==> src/rtl/ob_pkg.sv <==
// ob_pkg: shared order-book types plus the market-queue depth and pointer type.
`default_nettype none

package ob_pkg;

    localparam int UID_W   = 16;
    localparam int PRICE_W = 16;
    localparam int QTY_W   = 16;

    typedef logic [UID_W-1:0]   uid_t;
    typedef logic [PRICE_W-1:0] price_t;
    typedef logic [QTY_W-1:0]   quantity_t;

    typedef struct packed {
        uid_t      uid;
        price_t    price;
        quantity_t quantity;
    } table_t;

    localparam int MK_QUEUE_N     = 16;
    localparam int MK_QUEUE_PTR_W = $clog2(MK_QUEUE_N) + 1;

    typedef logic [MK_QUEUE_PTR_W-1:0] mk_queue_ptr_t;

    function automatic logic qty_is_zero(input quantity_t q);
        return (q == '0);
    endfunction

endpackage

`default_nettype wire

==> src/rtl/ob_mk_queue_fifo.sv <==
// ob_mk_queue_fifo: circular backing store for the market queue, pointers one bit
// wider than the index; empty/full are registered from next-state pointers.
`default_nettype none

module ob_mk_queue_fifo
    import ob_pkg::*;
#(
    parameter int N = MK_QUEUE_N
) (
    input  logic   clk,
    input  logic   rst,
    input  logic   push_i,
    input  table_t push_data_i,
    input  logic   pop_i,
    output table_t rd_data_o,
    output logic   empty_o,
    output logic   full_o
);

    localparam int IDX_W = $clog2(N);
    localparam int PTR_W = IDX_W + 1;

    logic [PTR_W-1:0] wr_ptr_q, wr_ptr_d;
    logic [PTR_W-1:0] rd_ptr_q, rd_ptr_d;
    logic             full_q, full_d;
    logic             empty_q, empty_d;
    logic             w_push, w_pop;
    table_t           mem_q [N];

    assign w_push = push_i & ~full_q;
    assign w_pop  = pop_i & ~empty_q;

    always_comb begin
        wr_ptr_d = wr_ptr_q + {{(PTR_W-1){1'b0}}, w_push};
        rd_ptr_d = rd_ptr_q + {{(PTR_W-1){1'b0}}, w_pop};
        empty_d  = (wr_ptr_d == rd_ptr_d);
        // Full: same slot index, opposite wrap bit.
        full_d   = (wr_ptr_d[IDX_W-1:0] == rd_ptr_d[IDX_W-1:0]) &&
                   (wr_ptr_d[IDX_W] != rd_ptr_d[IDX_W]);
    end

    always_ff @(posedge clk or posedge rst) begin
        if (rst) begin
            wr_ptr_q <= '0;
            rd_ptr_q <= '0;
            full_q   <= 1'b0;
            empty_q  <= 1'b1;
        end else begin
            wr_ptr_q <= wr_ptr_d;
            rd_ptr_q <= rd_ptr_d;
            full_q   <= full_d;
            empty_q  <= empty_d;
        end
    end

    always_ff @(posedge clk) begin
        if (w_push) begin
            mem_q[wr_ptr_q[IDX_W-1:0]] <= push_data_i;
        end
    end

    assign rd_data_o = mem_q[rd_ptr_q[IDX_W-1:0]];
    assign empty_o   = empty_q;
    assign full_o    = full_q;

endmodule

`default_nettype wire

==> src/rtl/ob_mk_queue.sv <==
// ob_mk_queue: market-order queue with registered head, trade-outcome update,
// occupancy and sticky overflow flag. OB_MK_QUEUE_BYPASS_EN enables empty-queue bypass.
`default_nettype none

module ob_mk_queue
    import ob_pkg::*;
#(
    parameter int N = MK_QUEUE_N
) (
    input  logic                     clk,
    input  logic                     rst,
    input  logic                     push_vld,
    input  table_t                   push,
    output logic                     full_r,
    output logic                     head_vld_r,
    output table_t                   head_r,
    input  logic                     upd_vld,
    input  logic                     upd_consumed,
    input  quantity_t                upd_remainder,
    output logic [$clog2(N+1):0]     occupancy_r,
    output logic                     err_ovf_r
);

    localparam int OCC_W = $clog2(N+1) + 1;

    table_t           head_q, head_d;
    logic             head_vld_q, head_vld_d;
    logic [OCC_W-1:0] occ_q, occ_d;
    logic             err_q, err_d;

    logic             w_fifo_full, w_fifo_empty, w_fifo_push;
    table_t           w_fifo_rd;
    logic             w_pop, w_partial, w_push_ok, w_head_load, w_bypass;

    assign w_pop       = upd_vld & head_vld_q & (upd_consumed | qty_is_zero(upd_remainder));
    assign w_partial   = upd_vld & head_vld_q & ~upd_consumed & ~qty_is_zero(upd_remainder);
    assign w_push_ok   = push_vld & ~w_fifo_full & ~qty_is_zero(push.quantity);
    assign w_head_load = (~head_vld_q | w_pop) & ~w_fifo_empty;

`ifdef OB_MK_QUEUE_BYPASS_EN
    assign w_bypass = w_push_ok & w_fifo_empty & (~head_vld_q | w_pop);
`else
    assign w_bypass = 1'b0;
`endif

    assign w_fifo_push = w_push_ok & ~w_bypass;

    ob_mk_queue_fifo #(
        .N (N)
    ) u_fifo (
        .clk         (clk),
        .rst         (rst),
        .push_i      (w_fifo_push),
        .push_data_i (push),
        .pop_i       (w_head_load),
        .rd_data_o   (w_fifo_rd),
        .empty_o     (w_fifo_empty),
        .full_o      (w_fifo_full)
    );

    always_comb begin
        head_d     = head_q;
        head_vld_d = head_vld_q;
        if (w_partial) begin
            head_d.quantity = upd_remainder;
        end
        // A load always implies the old head is gone (invalid or popped).
        if (w_head_load) begin
            head_d     = w_fifo_rd;
            head_vld_d = 1'b1;
        end else if (w_bypass) begin
            head_d     = push;
            head_vld_d = 1'b1;
        end else if (w_pop) begin
            head_vld_d = 1'b0;
        end
    end

    always_comb begin
        occ_d = occ_q + {{(OCC_W-1){1'b0}}, w_push_ok} - {{(OCC_W-1){1'b0}}, w_pop};
        err_d = err_q | (push_vld & w_fifo_full & ~qty_is_zero(push.quantity));
    end

    always_ff @(posedge clk or posedge rst) begin
        if (rst) begin
            head_q     <= '0;
            head_vld_q <= 1'b0;
            occ_q      <= '0;
            err_q      <= 1'b0;
        end else begin
            head_q     <= head_d;
            head_vld_q <= head_vld_d;
            occ_q      <= occ_d;
            err_q      <= err_d;
        end
    end

    assign head_r      = head_q;
    assign head_vld_r  = head_vld_q;
    assign occupancy_r = occ_q;
    assign err_ovf_r   = err_q;
    assign full_r      = w_fifo_full;

endmodule

`default_nettype wire

==> config.mk <==
export PLATFORM = sky130hd
export DESIGN_NAME = ob_mk_queue
export DESIGN_NICKNAME = d
export VERILOG_FILES = /design/src/rtl/ob_pkg.sv /design/src/rtl/ob_mk_queue_fifo.sv /design/src/rtl/ob_mk_queue.sv
export SDC_FILE = /design/constraint.sdc
export NUM_CORES = 1
export LEC_CHECK = 0
export BUFFER_PORTS_ARGS = -buffer_cell sky130_fd_sc_hd__buf_4
export CAP_MARGIN = 20
export CORE_ASPECT_RATIO = 0.7
export CORE_MARGIN = 3
export CORE_UTILIZATION = 65
export CTS_BUF_LIST = sky130_fd_sc_hd__clkbuf_16
export CTS_CLUSTER_SIZE = 28
export DETAILED_ROUTE_END_ITERATION = 12
export HOLD_SLACK_MARGIN = 0.12
export PLACE_DENSITY = 0.83
export SYNTH_ARGS = -nofsm -noshare
export SYNTH_HDL_FRONTEND = slang
export SYNTH_HIERARCHICAL = 1
export SYNTH_SLANG_ARGS = --single-unit
==> constraint.sdc <==
create_clock -name clk -period 8.45 [get_ports clk]
set_input_delay 0.845 -clock clk [delete_from_list [all_inputs] [get_ports clk]]
set_output_delay 0.845 -clock clk [all_outputs]
set_load 0.01 [all_outputs]
==> Word-level counts from Yosys, hierarchy flattened <==
Memory sizes are Yosys's and may differ from the RTL's.
Index checks and enable logic that the tools add are counted.
{ "word_totals": {"regBits": 68, "wordCells": 49, "rom_bits": 0, "memories": 1, "latch_bits": 0, "out_inout_bits": 57, "in_bits": 69, "ram_bits": 768} }
{ "memory_table": {"columns": ["memory", "words", "width", "read_ports", "rd_ports_with_merged_regs", "write_ports", "line_no", "rtl"], "rows": [
  ["u_fifo.mem_q", 16, 48, 1, 0, 1, "ob_mk_queue_fifo.sv:28", "table_t mem_q [N];"]
]} }
{ "op_classes": {"eq_ne": 3, "addsub": 4, "reduce_logical": 5, "shifts": 0, "div_mod_pow": 0, "magnitude_cmp": 0, "multipliers": 0, "n_mux": 6, "bitwise_logic": 20} }
{ "op_table": {"columns": ["cell", "count"], "rows": [
  ["logical NOT 16 bit", 2],
  ["2-to-1 mux 16 bit", 2],
  ["bitwise AND 1 bit", 11],
  ["adder 5 x 1 -> 5 bit", 2],
  ["adder 6 x 1 -> 6 bit", 1],
  ["NOT 1 bit", 6],
  ["subtractor 6 x 1 -> 6 bit", 1],
  ["equality test 5 bit", 1],
  ["equality test 4 bit", 1],
  ["2-to-1 mux 1 bit", 4],
  ["nonzero test 2 bit", 2],
  ["bitwise OR 1 bit", 3],
  ["logical AND 1 bit", 1],
  ["inequality test 1 bit", 1]
]} }

==> Longest topological paths before layout <==
{ "depth": {"word_depth": 9, "mapped_depth": 13, "mapped_depth_nobuf": 12} }

==> Hierarchy <==
The synthesis kept the hierarchy.
{ "modules_own_cells": {"columns": ["mod", "area_per_inst_um2", "n_inst", "cells_per_inst", "seq_area_each_um2"], "rows": [
  ["ob_mk_queue_fifo", 29246.8, 1, 1234, 23363.7],
  ["ob_mk_queue", 2647.5, 1, 221, 1401.3]
]} }

==> Worst setup path before layout <==
Ideal clock, no wire load.
{ "synth_timing": {"path_kind": "input -> register", "startpoint": "in push[5] in the netlist's numbering", "endpoint": "mem u_fifo/mem_q[0][0] in the netlist's numbering (enable)", "required_ps": 7937, "arrival_time_ps": 5281, "n_path_buf": 0, "stages": 7, "slack_ps": 2656, "path_cell_list": "nor4_1 > a41oi_1 > nand2b_1 > inv_1 > nor2b_1 > or3b_2 > nor3_1"} }
{ "synth_via": {"elab_chain_cells": 6} }
{ "synth_rtl": {"columns": ["item", "line_no", "rtl"], "rows": [
  ["start: declaration", "ob_mk_queue.sv:13", "input table_t push,"],
  ["logical NOT 16 bit", "ob_pkg.sv:26", "return (q == '0);"],
  ["NOT 1 bit", "ob_mk_queue.sv:37", "assign w_push_ok = push_vld & ~w_fifo_full & ~qty_is_zero(push.quantity);"],
  ["bitwise AND 1 bit", "ob_mk_queue.sv:37", null],
  ["via w_fifo_push", "ob_mk_queue.sv:31", "logic w_fifo_full, w_fifo_empty, w_fifo_push;"],
  ["bitwise AND 1 bit", "ob_mk_queue_fifo.sv:30", "assign w_push = push_i & ~full_q;"],
  ["2-to-1 mux 1 bit", "ob_mk_queue_fifo.sv:57", "if (w_push) begin"],
  ["2-to-1 mux 1 bit (not written as such)", "ob_mk_queue_fifo.sv:58", "mem_q[wr_ptr_q[IDX_W-1:0]] <= push_data_i;"],
  ["end: declaration", "ob_mk_queue_fifo.sv:28", null]
]} }
The timed path passes the listed nets, and every way through them passes these cells.

==> Worst setup path after layout <==
{ "layout_timing": {"startpoint": "in upd_consumed", "endpoint": "reg u_fifo.empty_q, in the netlist u_fifo/empty_o"} }
{ "layout_via": {"elab_chain_cells": 7} }
{ "layout_rtl": {"columns": ["item", "line_no", "rtl"], "rows": [
  ["start: declaration", "ob_mk_queue.sv:18", "input logic upd_consumed,"],
  ["bitwise OR 1 bit", "ob_mk_queue.sv:35", "assign w_pop = upd_vld & head_vld_q & (upd_consumed | qty_is_zero(upd_remainder));"],
  ["bitwise AND 1 bit", "ob_mk_queue.sv:35", null],
  ["bitwise OR 1 bit", "ob_mk_queue.sv:38", "assign w_head_load = (~head_vld_q | w_pop) & ~w_fifo_empty;"],
  ["bitwise AND 1 bit", "ob_mk_queue.sv:38", null],
  ["bitwise AND 1 bit", "ob_mk_queue_fifo.sv:31", "assign w_pop = pop_i & ~empty_q;"],
  ["adder 5 x 1 -> 5 bit", "ob_mk_queue_fifo.sv:35", "rd_ptr_d = rd_ptr_q + {{(PTR_W-1){1'b0}}, w_pop};"],
  ["via u_fifo.rd_ptr_d[2]", "ob_mk_queue_fifo.sv:24", "logic [PTR_W-1:0] rd_ptr_q, rd_ptr_d;"],
  ["equality test 5 bit", "ob_mk_queue_fifo.sv:36", "empty_d = (wr_ptr_d == rd_ptr_d);"],
  ["via u_fifo.empty_d", "ob_mk_queue_fifo.sv:26", "logic empty_q, empty_d;"],
  ["end signal: assignment", "ob_mk_queue_fifo.sv:52", "empty_q <= empty_d;"],
  ["end: declaration", "ob_mk_queue_fifo.sv:26", null]
]} }
The timed path passes the listed nets, and every way through them passes these cells.
A chain may end at the register's enable or synchronous reset.

==> results.txt <==
----------------------------------------------------
[Synth]
  Most numerous cell types in the synthesized netlist ... edfxtp_1, mux4_2, a22oi_1
  Syn. warnings ... 6
  Post-Synthesis Net Count ... 1535
  Top-area cell type share of the netlist area ... 72.3%
  Async SR Flop Fraction ... 8.13%
  Largest cells by area after synthesis ... edfxtp_1, mux4_2, dfrtp_1, a22oi_1, mux2_1
  Mean cell area of the mapped netlist ... 21.9 um2
  Library cell with the highest instance count after synthesis ... edfxtp_1
  Synthesized netlist cell count ... 1455
  Count of unique library cells instantiated by Yosys ... 40
  Post-synthesis register bit count ... 836
  Leading register cell type out of synthesis ... edfxtp_1
  Sequential fraction of the synthesis area ... 77.6%
  Cell type contributing the most total cell area after synthesis ... edfxtp_1
  Post-synthesis cell area ... 31900 um2
  Number of synthesized flops with an enable pin ... 768

[Timing]
  Final Setup Violations ... 0
  Crit path setup slack, layout ... 4.39 ns
  Final worst-path cycle share ... 48.0%
  Summed negative setup slack over all endpoints ... 0 ns
  RSZ-0062 raised after global routing ... no
  Headroom to the max-slew limit ... 25.3%
  Highest attainable clock frequency ... 0.246 GHz
  Final count of hold timing violations ... 0
  Worst clock skew on the final layout ... 0.0153 ns
  Transition time at the pin with the least slew margin ... 1.12 ns
  Final min period ... 4.06 ns
  Final Max Slew Viols ... 0

[Drt]
  DR vias/cell ... 6.91
  Remaining DRCs ... 0
  Routed length per instance ... 31.9 um
  ANT nets after route ... 0
  Wirelength, routed ... 74100 um
  Initial drt markers ... 1987
  Total number of vias ... 16.1k
  Number of search-and-repair iterations in the first detailed-routing pass ... 5

[Critical path]
  Crit path capture type ... register
  Worst Reg2Reg Path Length in Cells ... 11
  Internal reg-to-reg setup slack ... 4.41 ns
  Sort of element at the start of the critical path ... input pin
  Required time at the worst-slack endpoint ... 8.96 ns
  Worst endpoint data arrival time ... 4.57 ns
  Crit Reg-Reg Startpoint ... head_vld_r
  Critical R2R Capture ... u_fifo/empty_o
  Highest net fanout along the worst path ... 33
  Type of the worst setup path ... in -> reg

[Clock network]
  Clock latency of the later-clocked register in the worst-skew pair ... 0.60 ns
  CTS clk-pin slew, worst paths ... 0.07 ns
  Root buffer cell ... clkbuf_16
  Setup repair bufs after CTS ... 0
  Count of hold-fix buffers inserted at cts ... 0
  CTS Buf Count ... 73
  Max clock buf depth ... 3
  Number of instances resized during post-cts repair ... 0
  H-tree lvl count ... 3
  Clock tree from TritonCTS ... done
  Clk sinks ... 836

[GRT]
  Number of antenna violations at the first check in global routing ... 3
  Overflow after GRT ... 0
  Total track usage ... 29.4%
  Global-route wire length before repair ... 110000 um
  Vias in the first global route ... 16.6k
  Largest net degree at the start of global routing ... 106

[Run]
  Max-capacitance violation count ... 0

[Floorplan]
  Count of standard-cell rows ... 67
  Effective utilization at floorplan ... 66.2%
  Number of I/O pins ... 126
  Die outline width ... 271 um
  Die Ht ... 191 um
  Die Outline Area ... 51800 um2
  Core region area ... 48200 um2

[Power]
  IR drop worst, VDD ... 0.000296 V
  Static power due to leakage ... 0.0119 uW
  Power density of the placed cells ... 339 nW/um2

[Layout]
  Antenna Cells ... 0
  Util after Layout ... 74.5%
  Number of nets in the finished design ... 1689
  Layout-stage area growth over the synthesis result ... 12.6%
  Total area of sequential cells ... 24800 um2
  Area of combinational cells with multiple inputs ... 6800 um2
  Fraction of final layout cells with drive strength greater than 1 ... 28.7%
  Filler Cell Count ... 2491

[Placement]
  Placer's final routability congestion estimate ... 0.790
  Worst setup slack after placement ... 3.86 ns
  Number of input and output port buffers inserted ... 125
  DP HPWL ... 36600 um

[Run status]
  Run status ... complete, no violations

[Min path]
  Type of the most critical hold path ... in -> async

----------------------------------------------------
-- cell families (layout without fill, tap and decap cells) --
logic type / count (synthesis) / after routing / synth area share, %
adders and majority gates: 11 / 11 / 0.455
AOI/OAI and AO/OA: 143 / 143 / 3.20
muxes: 224 / 224 / 14.7
DFF: 836 / 836 / 77.6
xor gates and xnor gates: 15 / 15 / 0.412
and+or+nand+nor: 133 / 133 / 2.13
buffers and inverters: 93 / 306 / 1.47
-- routing by layer --
layer | vias to the layer above | share of wire (%) | wire (um) | track usage, %
li1 | 6404 | - | - | -
met1 | 8436 | 37 | 27400 | 41.3
met2 | 1027 | 50 | 36700 | 47.3
met3 | 183 | 9.9 | 7370 | 5.78
met4 | 4 | 3.5 | 2570 | 11.0
met5 | - | 0.032 | 24 | 0
-- placed cells by master, fill, tap and decap left out, drive strengths merged, types with 4 or more instances in the layout --
cell type / instances
nor2b: 4
dfrtp: 67
a21o: 5
a31oi: 16
nor2: 14
edfxtp: 768
mux2: 32
clkinvlp: 6
nand3: 21
nor3: 22
o21ai: 17
buf: 155
nand2b: 4
nand2: 52
xnor2: 5
clkinv: 31
xor2: 10
nor4: 8
inv: 36
a22oi: 96
clkbuf: 75
ha: 10
mux4: 192
-- state kept, by name, indices dropped and copies added, names as in the netlist --
name,count
u_fifo/rd_ptr_q,5
err_ovf_r,1
occupancy_r,6
u_fifo/wr_ptr_q,5
head_vld_r,1
u_fifo/mem_q,768
u_fifo/full_o,1
head_r,48
u_fifo/empty_o,1
-- per-stage QoR --
| step | cell area, um2 | instances | total power [uW] | hold WS, ns |
|---|---|---|---|---|
| global route | 35900 | 2323 | 12600 | 0.283 |
| floorplan | 31900 | 1455 | 7760 | 0.427 |
| finish | 35900 | 2323 | 12200 | 0.262 |
| CTS | 35900 | 2321 | 12200 | 0.250 |
| detailed placement | 33600 | 2187 | 8950 | 0.465 |
| global placement | 33600 | 2187 | 8810 | 0.451 |
-- report_power, final --
part           internal [uW]  switching [uW]
clock network           1720            1460
logic                   1550            1930
registers               5120             382
-- worst max path at each step --
stage,slack [ns],cells past startpoint,startpoint,endpoint
floorplan,2.66,7,push[5],u_fifo/mem_q[0][0]
global placement,3.99,12,upd_consumed,u_fifo/empty_o
detailed placement,3.86,12,upd_consumed,u_fifo/empty_o
CTS,4.48,11,head_vld_r,u_fifo/empty_o
global route,4.16,11,head_vld_r,u_fifo/empty_o
finish,4.39,12,upd_consumed,u_fifo/empty_o
-- critical path: stages --
cell      delay, ns
buf_4          0.12
nand2b_1       0.14
a41oi_2        0.62
or2_1          0.59
clkinv_4       0.57
nor2b_1        0.31
ha_1           0.20
ha_1           0.21
xor2_1         0.17
xor2_1         0.16
or3_1          0.41
nor3b_1        0.20
-- area by class of cell --
cell class                      instances  share of cell area [%]
Timing Repair Buffer                  155                    3.34
Clock buffer                           75                    5.22
Inverter                               17                   0.192
Tap cell                              655                    2.28
Sequential cell                       836                    69.0
Clock inverter                         59                    1.10
Multi-Input combinational cell        526                    18.9
Note: power is estimated with default switching activity, not from simulation.
